**src/rtl/mem_access_pkg.sv**
```systemverilog
// Shared encodings for the MEM-stage load/store initiator: access sizes,
// FSM state codes and big-endian lane selection.
package mem_access_pkg;

    localparam logic [1:0] SZ_BYTE = 2'd0;
    localparam logic [1:0] SZ_HALF = 2'd1;
    localparam logic [1:0] SZ_WORD = 2'd2;

    typedef logic [1:0] mau_state_t;

    localparam mau_state_t ST_IDLE = 2'd0;
    localparam mau_state_t ST_RD   = 2'd1;
    localparam mau_state_t ST_WR   = 2'd2;
    localparam mau_state_t ST_RESP = 2'd3;

    localparam logic [31:0] BYTE_MASK = 32'h0000_00FF;
    localparam logic [31:0] HALF_MASK = 32'h0000_FFFF;

    // Big-endian: offset 0 is the most significant lane, so the shift shrinks as offset grows.
    function automatic logic [4:0] lane_shift(input logic [1:0] offset, input logic [1:0] size);
        logic [4:0] shift;
        case (size)
            SZ_BYTE: shift = {~offset, 3'b000};
            SZ_HALF: shift = {~offset[1], 4'b0000};
            default: shift = 5'd0;
        endcase
        return shift;
    endfunction

endpackage

```
**src/rtl/mem_lane_align.sv**
```systemverilog
// Combinational lane steering: extracts/extends a sub-word lane for loads
// and merges a sub-word into a read word for read-modify-write stores.
module mem_lane_align
    import mem_access_pkg::*;
(
    input  logic [31:0] word,
    input  logic [1:0]  offset,
    input  logic [1:0]  size,
    input  logic        sign_ext,
    input  logic [31:0] wdata,
    output logic [31:0] load_data,
    output logic [31:0] store_word
);

    logic [4:0]  shift_s;
    logic [15:0] lane_s;
    logic [31:0] lane_mask_s;

    assign shift_s = lane_shift(offset, size);
    assign lane_s  = 16'(word >> shift_s);

    // Load path: right-justify the selected lane, then sign- or zero-extend.
    always_comb begin
        load_data = word;
        case (size)
            SZ_BYTE: begin
                if (sign_ext) begin
                    load_data = {{24{lane_s[7]}}, lane_s[7:0]};
                end else begin
                    load_data = {24'h00_0000, lane_s[7:0]};
                end
            end
            SZ_HALF: begin
                if (sign_ext) begin
                    load_data = {{16{lane_s[15]}}, lane_s};
                end else begin
                    load_data = {16'h0000, lane_s};
                end
            end
            default: load_data = word;
        endcase
    end

    // Store path: replace only the addressed lane; a full word passes wdata straight through.
    always_comb begin
        lane_mask_s = HALF_MASK;
        store_word  = wdata;
        case (size)
            SZ_BYTE: begin
                lane_mask_s = BYTE_MASK;
                store_word  = (word & ~(lane_mask_s << shift_s)) | ((wdata & lane_mask_s) << shift_s);
            end
            SZ_HALF: begin
                lane_mask_s = HALF_MASK;
                store_word  = (word & ~(lane_mask_s << shift_s)) | ((wdata & lane_mask_s) << shift_s);
            end
            default: begin
                lane_mask_s = HALF_MASK;
                store_word  = wdata;
            end
        endcase
    end

endmodule

```
**src/rtl/mem_access_unit.sv**
```systemverilog
// MEM-stage load/store initiator driving a word-addressed data memory port;
// one request in flight, registered memory strobes, faults short-circuit to RESP.
module mem_access_unit
    import mem_access_pkg::*;
#(
    parameter int ADDR_W    = 32,
    parameter int MEM_WORDS = 128,
    parameter int READ_WAIT = 1
) (
    input  logic              clock_in,
    input  logic              reset,
    input  logic              req_valid,
    output logic              req_ready,
    input  logic              req_write,
    input  logic [1:0]        req_size,
    input  logic              req_signed,
    input  logic [ADDR_W-1:0] req_addr,
    input  logic [31:0]       req_wdata,
    output logic              resp_valid,
    output logic [31:0]       resp_rdata,
    output logic              resp_fault,
    output logic [31:0]       mem_address,
    output logic [31:0]       mem_writeData,
    output logic              mem_memWrite,
    output logic              mem_memRead,
    input  logic [31:0]       mem_readData
);

    localparam int          CNT_W       = (READ_WAIT > 1) ? $clog2(READ_WAIT) : 1;
    localparam logic [CNT_W-1:0] RD_LAST = CNT_W'(READ_WAIT - 1);
    localparam logic [31:0] MEM_WORDS_U = 32'(MEM_WORDS);

    mau_state_t        state_r, state_nxt_s;
    logic              ready_r;
    logic [CNT_W-1:0]  rd_cnt_r;
    logic [1:0]        offset_r, size_r;
    logic              signed_r, write_r;
    logic [31:0]       wdata_r;
    logic              resp_valid_r, resp_fault_r;
    logic [31:0]       resp_rdata_r;
    logic [31:0]       mem_address_r, mem_writedata_r;
    logic              mem_write_r, mem_read_r;

    logic              accept_s, fault_s;
    logic [31:0]       word_idx_s;
    logic [31:0]       load_data_s, store_word_s;

    assign accept_s   = req_valid && ready_r;
    assign word_idx_s = 32'(req_addr[ADDR_W-1:2]);

    // Fault classification of the offered request; only meaningful on acceptance.
    always_comb begin
        fault_s = 1'b0;
        case (req_size)
            SZ_BYTE: fault_s = 1'b0;
            SZ_HALF: fault_s = req_addr[0];
            SZ_WORD: fault_s = (req_addr[1:0] != 2'b00);
            default: fault_s = 1'b1;
        endcase
        if (word_idx_s >= MEM_WORDS_U) begin
            fault_s = 1'b1;
        end else begin
            fault_s = fault_s;
        end
    end

    // Next-state: only word stores skip the read; sub-word stores read first for the merge.
    always_comb begin
        state_nxt_s = state_r;
        case (state_r)
            ST_IDLE: begin
                if (!accept_s) begin
                    state_nxt_s = ST_IDLE;
                end else if (fault_s) begin
                    state_nxt_s = ST_RESP;
                end else if (req_write && (req_size == SZ_WORD)) begin
                    state_nxt_s = ST_WR;
                end else begin
                    state_nxt_s = ST_RD;
                end
            end
            ST_RD: begin
                if (rd_cnt_r != {CNT_W{1'b0}}) begin
                    state_nxt_s = ST_RD;
                end else if (write_r) begin
                    state_nxt_s = ST_WR;
                end else begin
                    state_nxt_s = ST_RESP;
                end
            end
            ST_WR:   state_nxt_s = ST_RESP;
            ST_RESP: state_nxt_s = ST_IDLE;
            default: state_nxt_s = ST_IDLE;
        endcase
    end

    mem_lane_align u_lane_align (
        .word       (mem_readData),
        .offset     (offset_r),
        .size       (size_r),
        .sign_ext   (signed_r),
        .wdata      (wdata_r),
        .load_data  (load_data_s),
        .store_word (store_word_s)
    );

    // State, handshake and strobes are decoded from the next state so the outputs stay registered.
    always_ff @(posedge clock_in or posedge reset) begin
        if (reset) begin
            state_r     <= ST_IDLE;
            ready_r     <= 1'b1;
            mem_read_r  <= 1'b0;
            mem_write_r <= 1'b0;
        end else begin
            state_r     <= state_nxt_s;
            ready_r     <= (state_nxt_s == ST_IDLE);
            mem_read_r  <= (state_nxt_s == ST_RD);
            mem_write_r <= (state_nxt_s == ST_WR);
        end
    end

    // Request capture and read-wait countdown.
    always_ff @(posedge clock_in or posedge reset) begin
        if (reset) begin
            offset_r      <= 2'b00;
            size_r        <= SZ_BYTE;
            signed_r      <= 1'b0;
            write_r       <= 1'b0;
            wdata_r       <= 32'h0000_0000;
            mem_address_r <= 32'h0000_0000;
            rd_cnt_r      <= {CNT_W{1'b0}};
        end else if (accept_s) begin
            offset_r      <= req_addr[1:0];
            size_r        <= req_size;
            signed_r      <= req_signed;
            write_r       <= req_write;
            wdata_r       <= req_wdata;
            mem_address_r <= word_idx_s;
            rd_cnt_r      <= RD_LAST;
        end else if ((state_r == ST_RD) && (rd_cnt_r != {CNT_W{1'b0}})) begin
            rd_cnt_r      <= rd_cnt_r - CNT_W'(1);
        end else begin
            rd_cnt_r      <= rd_cnt_r;
        end
    end

    // Write data: raw word for word stores, merged word captured on the last read edge otherwise.
    always_ff @(posedge clock_in or posedge reset) begin
        if (reset) begin
            mem_writedata_r <= 32'h0000_0000;
        end else if ((state_r == ST_IDLE) && (state_nxt_s == ST_WR)) begin
            mem_writedata_r <= req_wdata;
        end else if ((state_r == ST_RD) && (state_nxt_s == ST_WR)) begin
            mem_writedata_r <= store_word_s;
        end else begin
            mem_writedata_r <= mem_writedata_r;
        end
    end

    // Response pulse; data and fault are zero outside the RESP cycle.
    always_ff @(posedge clock_in or posedge reset) begin
        if (reset) begin
            resp_valid_r <= 1'b0;
            resp_fault_r <= 1'b0;
            resp_rdata_r <= 32'h0000_0000;
        end else if (state_nxt_s == ST_RESP) begin
            resp_valid_r <= 1'b1;
            resp_fault_r <= (state_r == ST_IDLE);
            if ((state_r == ST_RD) && !write_r) begin
                resp_rdata_r <= load_data_s;
            end else begin
                resp_rdata_r <= 32'h0000_0000;
            end
        end else begin
            resp_valid_r <= 1'b0;
            resp_fault_r <= 1'b0;
            resp_rdata_r <= 32'h0000_0000;
        end
    end

    assign req_ready     = ready_r;
    assign resp_valid    = resp_valid_r;
    assign resp_fault    = resp_fault_r;
    assign resp_rdata    = resp_rdata_r;
    assign mem_address   = mem_address_r;
    assign mem_writeData = mem_writedata_r;
    assign mem_memWrite  = mem_write_r;
    assign mem_memRead   = mem_read_r;

endmodule

```
**config.mk**
```make
export PLATFORM = sky130hd
export DESIGN_NAME = mem_access_unit
export DESIGN_NICKNAME = d
export VERILOG_FILES = /design/src/rtl/mem_access_pkg.sv /design/src/rtl/mem_lane_align.sv /design/src/rtl/mem_access_unit.sv
export SDC_FILE = /design/constraint.sdc
export NUM_CORES = 1
export LEC_CHECK = 0
export CAP_MARGIN = 20
export CELL_PAD_IN_SITES_DETAIL_PLACEMENT = 0
export CELL_PAD_IN_SITES_GLOBAL_PLACEMENT = 2
export CORE_UTILIZATION = 29
export DETAILED_ROUTE_END_ITERATION = 8
export PLACE_DENSITY = 0.88
export SYNTH_ARGS = -nofsm -noshare
export SYNTH_HDL_FRONTEND = slang
export SYNTH_SLANG_ARGS = --single-unit
```
**constraint.sdc**
```tcl
create_clock -name clock_in -period 6.45 [get_ports clock_in]
set_input_delay 1.935 -clock clock_in [delete_from_list [all_inputs] [get_ports clock_in]]
set_output_delay 1.935 -clock clock_in [all_outputs]
set_load 0.01 [all_outputs]
```
Word-level counts from Yosys, hierarchy flattened
Cells that the tools add are included.
Widths: inputs -> output; s select.
{"block": "classes", "addsub": 1, "magnitude_cmp": 1, "n_eq_ne": 9, "shift": 5, "mux": 21, "n_bitwise": 8, "reduce_logical": 14}
{"operator": "$mux 32", "count": 6}
{"operator": "$pmux 32 s2", "count": 2}
{"operator": "$and 32x32->32", "count": 2}
{"operator": "$not 32->32", "count": 2}
{"operator": "$or 32x32->32", "count": 2}
{"operator": "$shl 16x5->32", "count": 1}
{"operator": "$shl 16x5->32 const A", "count": 1}
{"operator": "$shl 8x5->32", "count": 1}
{"operator": "$shl 8x5->32 const A", "count": 1}
{"operator": "$shr 32x5->16", "count": 1}
{"operator": "$ge 30x8->1 const B", "count": 1}
{"operator": "$eq 2x2->1 const B", "count": 5}
{"operator": "$pmux 5 s2", "count": 1}
{"operator": "$eq 2x1->1 const B", "count": 4}
{"operator": "$logic_not 2->1", "count": 4}
{"operator": "$mux 2", "count": 4}
{"operator": "$pmux 2 s4", "count": 1}
{"operator": "$logic_and 1x1->1", "count": 6}
{"operator": "$mux 1", "count": 6}
{"operator": "$reduce_bool 2->1", "count": 3}
{"operator": "$pmux 1 s3", "count": 1}
{"operator": "$not 2->2", "count": 1}
{"operator": "$logic_not 1->1", "count": 1}
{"operator": "$not 1->1", "count": 1}
{"operator": "$sub 1x1->1 const B", "count": 1}
{"block": "totals", "register_bits": 140, "in_bits": 103, "output_inout_bits": 101, "wordCells": 74}

Logic depth before layout (Yosys ltp)
Gate-level depths: netlist of the first run.
{"block": "depth", "ltp_word": 10, "depth_mapped": 12, "ltp_nobuf": 8}

Modules after synthesis
A second synthesis of the first run with hierarchy kept.
{"block": "unflattened", "cells_unflattened": 629, "area_unflattened_um2": 6861.6}
{"module": "mem_access_unit", "n_inst": 1, "cells_per_inst": 397, "area_each_um2": 5456.5, "seq_area_each_um2": 3504.6}
{"module": "mem_lane_align", "n_inst": 1, "cells_per_inst": 232, "area_each_um2": 1405.1, "seq_area_each_um2": 0.0}

Worst setup path after synthesis of the first run
OpenSTA, ideal clock, no wires.
{"block": "synth_timing", "path_kind": "input to register", "start": "input req_valid", "end": "register mem_writedata_r[0] (netlist: mem_writeData[0])", "setup_ns": 0.125, "arrival_time_ns": 3.370, "t_required_ns": 6.325, "path_slack_ns": 2.955, "cell_stages": 7, "n_path_buf": 2, "cell_sequence": "and2_1 > clkbuf_1 > o21ai_0 > inv_1 > a22oi_2 > buf_2 > mux2_2"}
{"block": "synth_via", "elab_chain_cells": 6, "elab_cells_between_ends": 8, "classes_between": "eq/ne: 1; mux: 3; reduce/logical: 4"}
{"item": "start: declaration", "line": "mem_access_unit.sv:12", "rtl": "input logic req_valid,"}
{"item": "$logic_and 1x1->1 (*)", "line": "mem_access_unit.sv:48", "rtl": "assign accept_s = req_valid && ready_r;"}
{"item": "$mux 2 (*)", "line": "mem_access_unit.sv:72", "rtl": "if (!accept_s) begin"}
{"item": "$pmux 2 s4 (*)", "line": "mem_access_unit.sv:70", "rtl": "case (state_r)"}
{"item": "$eq 2x2->1 (*)", "line": "mem_access_unit.sv:151, mem_access_unit.sv:153"}
{"item": "$logic_and 1x1->1 (on tied branches)", "line": "mem_access_unit.sv:151, mem_access_unit.sv:153"}
{"item": "$mux 32 or $reduce_bool 2->1 (tied branches)"}
{"item": "end signal: assignment", "line": "mem_access_unit.sv:152", "rtl": "mem_writedata_r <= req_wdata;"}
{"item": "end signal: assignment", "line": "mem_access_unit.sv:154", "rtl": "mem_writedata_r <= store_word_s;"}
{"item": "end signal: assignment", "line": "mem_access_unit.sv:156", "rtl": "mem_writedata_r <= mem_writedata_r;"}
{"item": "end: declaration", "line": "mem_access_unit.sv:41", "rtl": "logic [31:0] mem_address_r, mem_writedata_r;"}
Every way passes the cells marked *; elsewhere a longest branch is shown, timed or not.
A chain may end at the register's enable or synchronous reset.

Worst setup path in the final report of the first run
{"block": "layout_timing", "start": "input req_addr[15]", "end": "register mem_writedata_r[21] (netlist: mem_writeData[21])"}
{"block": "layout_via", "elab_chain_cells": 8, "elab_cells_between_ends": 10, "classes_between": "order compare: 1; eq/ne: 1; mux: 5; reduce/logical: 3"}
{"item": "start: declaration", "line": "mem_access_unit.sv:17", "rtl": "input logic [ADDR_W-1:0] req_addr,"}
{"item": "$ge 30x8->1 (*)", "line": "mem_access_unit.sv:60", "rtl": "if (word_idx_s >= MEM_WORDS_U) begin"}
{"item": "$mux 1 (*)", "line": "mem_access_unit.sv:60"}
{"item": "$mux 2 (*)", "line": "mem_access_unit.sv:74", "rtl": "end else if (fault_s) begin"}
{"item": "$mux 2 (*)", "line": "mem_access_unit.sv:72"}
{"item": "$pmux 2 s4 (*)", "line": "mem_access_unit.sv:70"}
{"item": "$eq 2x2->1 (*)", "line": "mem_access_unit.sv:151, mem_access_unit.sv:153"}
{"item": "$logic_and 1x1->1 (on tied branches)", "line": "mem_access_unit.sv:151, mem_access_unit.sv:153"}
{"item": "$mux 32 or $reduce_bool 2->1 (tied branches)"}
Marks and branches as above.

==> impl_results.md, run 1 <==
* Status: finished, final reports clean
* Tcrit/Tclk final at 58.7%
* Remaining global-route overflow at 0
* CTS Root Cell: clkbuf_16
* CTS resizes at 0
* Clock sink count at 140
* Post-synthesis sequential area ratio at 50.1%
* Placed Instance Area at 0.00927 mm²
* Layout cell share with drive strength beyond 1 at 17.8%
* Avg Inst Size Synth at 10.5 µm²
* Leak pwr at 4.13 nW
* Critical Path Most Common Cell: nor4_1
* Max stage delay cell, worst path: nor4_1
* Post-route clock skew at 12.8 ps
* Maximum root-to-sink buffer count at 2
* Area growth, synth to finish at 40.9%
* Type of the most critical hold path: register to register
* Post-Syn Area at 0.00699 mm²
* Initial antenna violation count at 3
* Reg clk slew, reported paths at 70 ps
* Die area at 0.0247 mm²
* Final hold violations at 0
* Die Wd at 157 µm
* RSZ-0062 raised after global routing: no
* Slowest stage delay, CP at 470 ps
* Post CTS Setup Buffer Count at 0
* Synth warn at 0
* Design Area, Final at 0.00985 mm²
* IO Port Bufs at 201
* CP startpoint kind: input port
* Max FO, Critical Path at 33
* CP top delay family: simple AND/OR/NAND/NOR gates
* CP Buf/Inv Count at 2
* WHS at 506 ps
* Largest net degree at the start of global routing at 100
* Max VDD drop at 0.000205 V
* Register bit total from synthesis at 140
* Worst-margin pin slew at 1040 ps
* Row count at 56
* Tmin final at 3780 ps
* Total routed wirelength at 23.2 mm
* Crit Path Class: input port to register
* Die height at 157 µm
* Slew margin rel. at 31.0%
* Distinct cells, synth at 50
* Drt initial violations at 506
* H-tree lvl count at 4
* Vias/cell at 5.04
* Syn Inst Count at 663
* Post-route ant nets at 0
* Pwr dens at 505 mW/mm²
* Final setup violation count at 0
* Slew Viols, Final at 0
* Final worst slack at 2670 ps
* Commonest cells after routing, fill and taps aside: clkdlybuf4s50_1 (201), dfrtp_1 (138), mux2_2 (85)
* GR Util All Layers at 19.5%
* Worst endpoint required time at 6760 ps
* Vias in the first global route at 6,057
* Crit. End Element: register
* Via count at 5,950
* Crit-path cells: clkdlybuf4s50_1 > nor4_1 > nand4_1 > nor4_1 > a22oi_2 > buf_4 > mux2_2
* CP arrival at 4100 ps
* # fillers at 2,356
* Core ar. at 0.0235 mm²
* RD Place Congestion at 0.828
* Starting Density at 29.7%
* Commonest non-fill, non-tap cell in the layout: clkdlybuf4s50_1
* Post-synth EDFFs at 0
* Post-route setup TNS at 0 ps
* CTS tree: built
* Clock Latency Late Sink at 440 ps
* Residual DRC at 0
* Reg area at 0.00351 mm²
* Max cap viols at 0
* Multi-input logic area at 0.00315 mm²
* Final net count at 953
* Place WS at 2250 ps
* Cts hold-fix bufs at 0
* DRT Pass-1 Iters at 5
* Routed length per instance at 19.7 µm
* Post-DP HPWL at 16.4 mm
* Final core utilization at 41.8%
* First-pass GRT wire length at 35.8 mm
* Fmax at 0.264 GHz
* Ys flop type: dfrtp_1
* Ports at 204
* Fraction of registers with async set/reset at 100%
* Cts bufs inserted at 17
[metrics by stage]
stage          power [mW]  instances
2_1_floorplan        2.96        664
3_5_place_dp         4.03       1146
3_3_place_gp         4.00       1146
6_report             4.97       1180
5_1_grt              5.29       1178
4_1_cts              5.01       1178
[flip-flops by register name (all words and copies together), names as in the netlist]
register / flops
mem_memRead: 1
mem_writeData: 32
resp_valid: 1
mem_address: 30
write_r: 1
signed_r: 1
resp_rdata: 32
size_r: 2
rd_cnt_r: 1
req_ready: 1
mem_memWrite: 1
wdata_r: 32
state_r: 2
resp_fault: 1
offset_r: 2
[path summary, 6_finish.rpt]
path	startpoint	to	slack, ps	cells past startpoint
max	req_addr[15]	mem_writeData[21]$_DFFE_PP0P_	2670	7
min	mem_address[20]$_DFFE_PP0P_	mem_address[20]$_DFFE_PP0P_	510	1
max reg2reg	offset_r[1]$_DFFE_PP0P_	resp_rdata[20]$_DFF_PP0_	2890	6
min reg2reg	mem_address[20]$_DFFE_PP0P_	mem_address[20]$_DFFE_PP0P_	510	1
max in group asynchronous	reset	resp_rdata[3]$_DFF_PP0_	3240	3
min in group asynchronous	reset	wdata_r[21]$_DFFE_PP0P_	2070	2
[where the power goes]
part	leakage (nW)	switching [mW]	internal (mW)
combinational	2.13	1.25	1.20
clock	0.278	0.449	0.514
sequential	1.72	0.292	1.27
total	4.13	1.99	2.98
[Yosys cell counts (all sizes together), types with 2 or more instances]
cell type	instances	share of area [%]
a211oi	2	0.21
a21o	5	0.54
a21oi	50	4.1
a221o	8	1.1
a221oi	17	2.1
a22oi	6	0.72
a31oi	19	1.7
a41oi	4	0.50
and2	5	0.45
buf	19	1.5
clkbuf	28	1.5
dfrtp	139	50
ha	4	0.72
inv	37	2.0
mux2	85	14
mux2i	19	2.7
mux4	3	0.97
nand2	55	3.0
nand2b	5	0.45
nor2	49	2.6
nor2b	3	0.27
nor3	14	1.0
nor4	11	0.98
nor4b	2	0.34
o2111ai	2	0.25
o21ai	41	2.9
o22ai	12	1.1
o31ai	4	0.63
or2	3	0.30
[routing by layer]
| metal | routed length, µm | share of wire (%) | global-route usage [%] |
|---|---|---|---|
| met5 | 12 | 0.052 | 0 |
| met4 | 209 | 0.90 | 5.18 |
| met3 | 1960 | 8.4 | 6.14 |
| met2 | 10500 | 45 | 29.3 |
| met1 | 10500 | 45 | 27.0 |
[area by class of cell]
class,instances,share of cell area [%]
clock buffers,17,4.32
clock inverters,15,1.47
repair buffers,210,21.1
flip-flops and latches,140,35.6
well taps,319,4.05
inverters,37,1.46
diodes,2,0.0508
multi-input cells,440,31.9
[logic make-up (layout without fill, tap and decap cells)]
family / after synthesis / in the layout / share of synthesized area [%]
flip-flops: 140 / 140 / 50.1
AO/OA/AOI/OAI: 174 / 174 / 16.8
buffers and inverters: 84 / 279 / 4.99
AND/OR/NAND/NOR: 153 / 153 / 9.94
other: 1 / 4 / 0.0537
multiplexers: 107 / 107 / 17.4
adder cells (fa/ha/maj): 4 / 4 / 0.716
Power figures use the tool's default switching activity.
==> run 2: changes to the inputs <==
==> constraint.sdc (replaced) <==
create_clock -name clock_in -period 3.9 [get_ports clock_in]
set_input_delay 1.17 -clock clock_in [delete_from_list [all_inputs] [get_ports clock_in]]
set_output_delay 1.17 -clock clock_in [all_outputs]
set_load 0.01 [all_outputs]
==> impl_results.md, run 2 (synthesis results as in run 1) <==
* Via count at 6,020
* Type of the most critical hold path: register to register
* Final hold violations at 0
* GR Util All Layers at 19.4%
* Reg2Reg Setup Slack at 790 ps
* Maximum root-to-sink buffer count at 2
* H-tree lvl count at 4
* Hold Path Origin: mem_address[4]$_DFFE_PP0P_
* Post-route ant nets at 0
* Status: finished, final reports clean
* Reg clk slew, reported paths at 70 ps
* CTS tree: built
* Slew margin rel. at 38.6%
* Vias in the first global route at 6,059
* CP Buf/Inv Count at 1
* Routed length per instance at 19.6 µm
* Post-DP HPWL at 16.6 mm
* Fmax at 0.322 GHz
* Die area at 0.0247 mm²
* Final worst slack at 793 ps
* Largest net degree at the start of global routing at 72
* Initial antenna violation count at 1
* Tmin final at 3110 ps
* Drt initial violations at 447
* CTS Root Cell: clkbuf_16
* Worst endpoint required time at 4160 ps
* CP top delay family: compound AO/OA/AOI/OAI gates
* RSZ-0062 raised after global routing: no
* Core ar. at 0.0235 mm²
* DRT Pass-1 Iters at 5
* First-pass GRT wire length at 35.5 mm
* Crit. End Element: register
* Clock sink count at 140
* Total routed wirelength at 23.2 mm
* Leak pwr at 4.18 nW
* Max cap viols at 0
* Worst-margin pin slew at 915 ps
* Commonest cells after routing, fill and taps aside: clkdlybuf4s50_1 (201), dfrtp_1 (138), mux2_2 (85)
* Hold EP: mem_address[4]$_DFFE_PP0P_
* Max stage delay cell, worst path: o31ai_4
* Max VDD drop at 0.000403 V
* Ports at 204
* RD Place Congestion at 0.841
* Cts bufs inserted at 17
* Worst r2r src: offset_r[0]$_DFFE_PP0P_
* Die Wd at 157 µm
* Tcrit/Tclk final at 79.7%
* Vias/cell at 5.08
* Cts hold-fix bufs at 0
* Layout cell share with drive strength beyond 1 at 18.4%
* Crit Path Class: register to register
* Post CTS Setup Buffer Count at 0
* Clock Latency Late Sink at 430 ps
* Crit-path cells: or3_1 > inv_2 > mux2i_1 > a211oi_1 > o31ai_4 > a21oi_1
* Final Non-Filler Cells at 1,185
* Residual DRC at 0
* Area growth, synth to finish at 42.2%
* Placed cells at 1,152
* Post-route setup TNS at 0 ps
* Pwr dens at 837 mW/mm²
* Hold path cells at 1
* Remaining global-route overflow at 0
* Worst r2r path cells at 6
* Commonest non-fill, non-tap cell in the layout: clkdlybuf4s50_1
* CP startpoint kind: register
* Max FO, Critical Path at 22
* Post-route clock skew at 10.4 ps
* Reg2Reg Capture Point: resp_rdata[17]$_DFF_PP0_
* Slew Viols, Final at 0
* Starting Density at 29.7%
* Row count at 56
* IO Port Bufs at 201
* Final net count at 959
* CP arrival at 3370 ps
* Die height at 157 µm
* Slowest stage delay, CP at 760 ps
* Final setup violation count at 0
* Place WS at 371 ps
* CTS resizes at 0
==> run 2: changes by cell type in the layout (fill, tap and decap cells not counted), sizes merged <==
cell and change:
buf +6, bufinv +1, clkinv +1, clkinvlp -1
diode -1, inv -1
==> run 2: cell type report <==
type / count / area (µm²)
timing repair buffer: 216 / 2150
multi-input combinational: 440 / 3150
clock inverter: 15 / 165
clock buffer: 17 / 425
sequential: 140 / 3510
inverter: 37 / 143
fill: 2343 / 13600
antenna: 1 / 2.50
tap: 319 / 399
==> run 2: worst max-delay path by stage <==
stage | start | to | slack, ps | depth (start not counted)
3_5_place_dp | req_addr[13] | mem_writeData[28]$_DFFE_PP0P_ | 370 | 7
4_1_cts | offset_r[0]$_DFFE_PP0P_ | resp_rdata[17]$_DFF_PP0_ | 810 | 6
3_3_place_gp | req_addr[13] | mem_writeData[3]$_DFFE_PP0P_ | 480 | 7
5_1_grt | req_addr[13] | mem_writeData[29]$_DFFE_PP0P_ | 610 | 7
2_1_floorplan | reset | mem_address[0]$_DFFE_PP0P_ | 980 | 1
6_report | offset_r[0]$_DFFE_PP0P_ | resp_rdata[17]$_DFF_PP0_ | 790 | 6
==> run 2: metal layers <==
layer / up-vias / part of all wire (%) / GRT usage (%)
met5: - / 0 / 0
met4: 0 / 1.6 / 6.52
met3: 28 / 8.6 / 5.95
met2: 269 / 44 / 28.9
met1: 2964 / 45 / 26.5
li1: 2759 / - / -
==> run 2: stage by stage <==
step                utilization (%)  area, µm²  power, mW  hold slack, ps
global placement               39.7       9340       6.66             488
floorplan                         -       7000       4.90             475
CTS                            42.2       9930       8.36             508
global route                   42.2       9930       8.84             516
detailed placement             39.7       9340       6.67             492
finish                         42.2       9940       8.31             505
==> run 2: power by group <==
group          internal, mW  switching [mW]  total (mW)  leakage (nW)
Sequential             2.10           0.448        2.55          1.72
Clock                 0.915           0.742        1.66         0.293
Combinational          2.00            2.11        4.11          2.16
Total                  5.02            3.30        8.31          4.18
==> run 3: changes to the inputs <==
--- a/config.mk
+++ b/config.mk
@@ -8,9 +8,9 @@
 export CAP_MARGIN = 20
 export CELL_PAD_IN_SITES_DETAIL_PLACEMENT = 0
 export CELL_PAD_IN_SITES_GLOBAL_PLACEMENT = 2
-export CORE_UTILIZATION = 29
+export CORE_UTILIZATION = 27
 export DETAILED_ROUTE_END_ITERATION = 8
-export PLACE_DENSITY = 0.88
+export PLACE_DENSITY = 0.87
 export SYNTH_ARGS = -nofsm -noshare
 export SYNTH_HDL_FRONTEND = slang
 export SYNTH_SLANG_ARGS = --single-unit
==> constraint.sdc (replaced) <==
create_clock -name clock_in -period 2.71 [get_ports clock_in]
set_input_delay 0.813 -clock clock_in [delete_from_list [all_inputs] [get_ports clock_in]]
set_output_delay 0.813 -clock clock_in [all_outputs]
set_load 0.01 [all_outputs]
==> impl_results.md, run 3 (synthesis results as in run 1) <==
* Final Non-Filler Cells at 1,225
* CTS tree: built
* Reg2Reg Capture Point: mem_writeData[29]$_DFFE_PP0P_
* Crit. End Element: register
* Post-DP HPWL at 17.6 mm
* RD Place Congestion at 0.825
* Ports at 204
* Post-route setup TNS at 0 ps
* Pwr dens at 1200 mW/mm²
* Leak pwr at 4.35 nW
* Die Wd at 163 µm
* Via count at 5,996
* Hold path cells at 1
* Worst r2r path cells at 7
* Max VDD drop at 0.000593 V
* Int Pwr at 7.53 mW
* Maximum root-to-sink buffer count at 2
* Place WS at -215 ps
* Worst r2r src: offset_r[0]$_DFFE_PP0P_
* Fmax at 0.401 GHz
* Tcrit/Tclk final at 92.0%
* Cts bufs inserted at 17
* Commonest non-fill, non-tap cell in the layout: clkdlybuf4s50_1
* Post-route ant nets at 0
* Critical Path Most Common Cell: nor4_1
* Crit Path Class: input port to register
* GR Util All Layers at 18.5%
* Crit-path cells: clkdlybuf4s50_1 > nor4_1 > nand4_1 > nor4_1 > buf_4 > a22oi_2 > buf_12 > mux2_2
* Design Area, Final at 0.0102 mm²
* Type of the most critical hold path: register to register
* Reg clk slew, reported paths at 70 ps
* CTS resizes at 0
* Final setup violation count at 0
* Clock Latency Late Sink at 430 ps
* Total routed wirelength at 23.7 mm
* Vias in the first global route at 6,129
* Status: finished, final reports clean
* Max stage delay cell, worst path: clkdlybuf4s50_1
* WHS at 509 ps
* Largest net degree at the start of global routing at 70
* Sequential share of power at 30.0%
* Hold Path Origin: mem_address[2]$_DFFE_PP0P_
* Logic pwr share at 49.9%
* Starting Density at 27.7%
* Row count at 58
* DRT Pass-1 Iters at 7
* IO Port Bufs at 201
* Reg2Reg Setup Slack at 220 ps
* Residual DRC at 0
* Clock power share at 20.1%
* Placed Instance Area at 0.00959 mm²
* Final net count at 988
* CTS Root Cell: clkbuf_16
* Layout cell share with drive strength beyond 1 at 21.0%
* Sw Share at 38.8%
* Core ar. at 0.0253 mm²
* Worst endpoint required time at 3030 ps
* Placed cells at 1,191
* Post CTS Setup Buffer Count at 0
* Tot Pwr at 12.3 mW
* Slowest stage delay, CP at 420 ps
* Routed length per instance at 19.3 µm
* Final worst slack at 216 ps
* WP depth at 8
* CP top delay family: simple AND/OR/NAND/NOR gates
* Worst-margin pin slew at 799 ps
* Final core utilization at 40.5%
* Max FO, Critical Path at 25
* Drt initial violations at 334
* Hold EP: mem_address[2]$_DFFE_PP0P_
* Tmin final at 2490 ps
* Sw Pwr at 4.77 mW
* Commonest cells after routing, fill and taps aside: clkdlybuf4s50_1 (201), dfrtp_1 (138), mux2_2 (85)
* H-tree lvl count at 4
* Remaining global-route overflow at 0
* Area growth, synth to finish at 46.4%
* Slew margin rel. at 46.7%
* Vias/cell at 4.89
* Die height at 163 µm
* Max cap viols at 0
* Post-route clock skew at 9.50 ps
* Slew Viols, Final at 0
* Cts hold-fix bufs at 0
* CP startpoint kind: input port
* Clock sink count at 140
* RSZ-0062 raised after global routing: no
* CP arrival at 2810 ps
* CP Buf/Inv Count at 3
* Initial antenna violation count at 1
* First-pass GRT wire length at 36.5 mm
* Die area at 0.0265 mm²
* Final hold violations at 0
==> run 3: changes by cell type in the layout (fill, tap and decap cells not counted) <==
cell / before / now
bufinv_16: 1 / 2
buf_4: 13 / 39
inv_8: 5 / 4
clkinv_8: 0 / 1
clkinv_4: 3 / 2
buf_12: 2 / 5
==> run 3: area by class of cell <==
cell class,count,area [µm²]
Clock inverter,15,191
Fill cell,2508,15000
Inverter,37,143
Timing Repair Buffer,245,2400
Tap cell,330,413
Antenna cell,1,2.50
Clock buffer,17,425
Multi-Input combinational cell,440,3150
Sequential cell,140,3510
==> run 3: power by group through the flow <==
stage | combinational (mW) | clock (mW) | sequential (mW)
CTS | 6.17 | 2.53 | 3.69
global route | 6.68 | 2.63 | 3.80
finish | 6.14 | 2.47 | 3.69
global placement | 6.13 | 0 | 3.68
floorplan | 3.24 | 0 | 3.82
detailed placement | 6.14 | 0 | 3.71
==> run 3: how the worst max path moves through the flow <==
stage,slack [ps],startpoint,to
2_1_floorplan,100,size_r[1]$_DFFE_PP0P_,mem_writeData[21]$_DFFE_PP0P_
3_3_place_gp,-180,req_addr[13],mem_writeData[10]$_DFFE_PP0P_
3_5_place_dp,-210,req_addr[13],mem_writeData[22]$_DFFE_PP0P_
4_1_cts,170,offset_r[0]$_DFFE_PP0P_,resp_rdata[20]$_DFF_PP0_
5_1_grt,30,req_addr[9],mem_writeData[25]$_DFFE_PP0P_
6_report,220,req_addr[13],mem_writeData[22]$_DFFE_PP0P_
==> run 3: layer usage <==
metal,track usage (%),wire [µm]
met1,25.9,11000
met2,27.8,10600
met3,5.30,1900
met4,4.46,195
met5,0,0
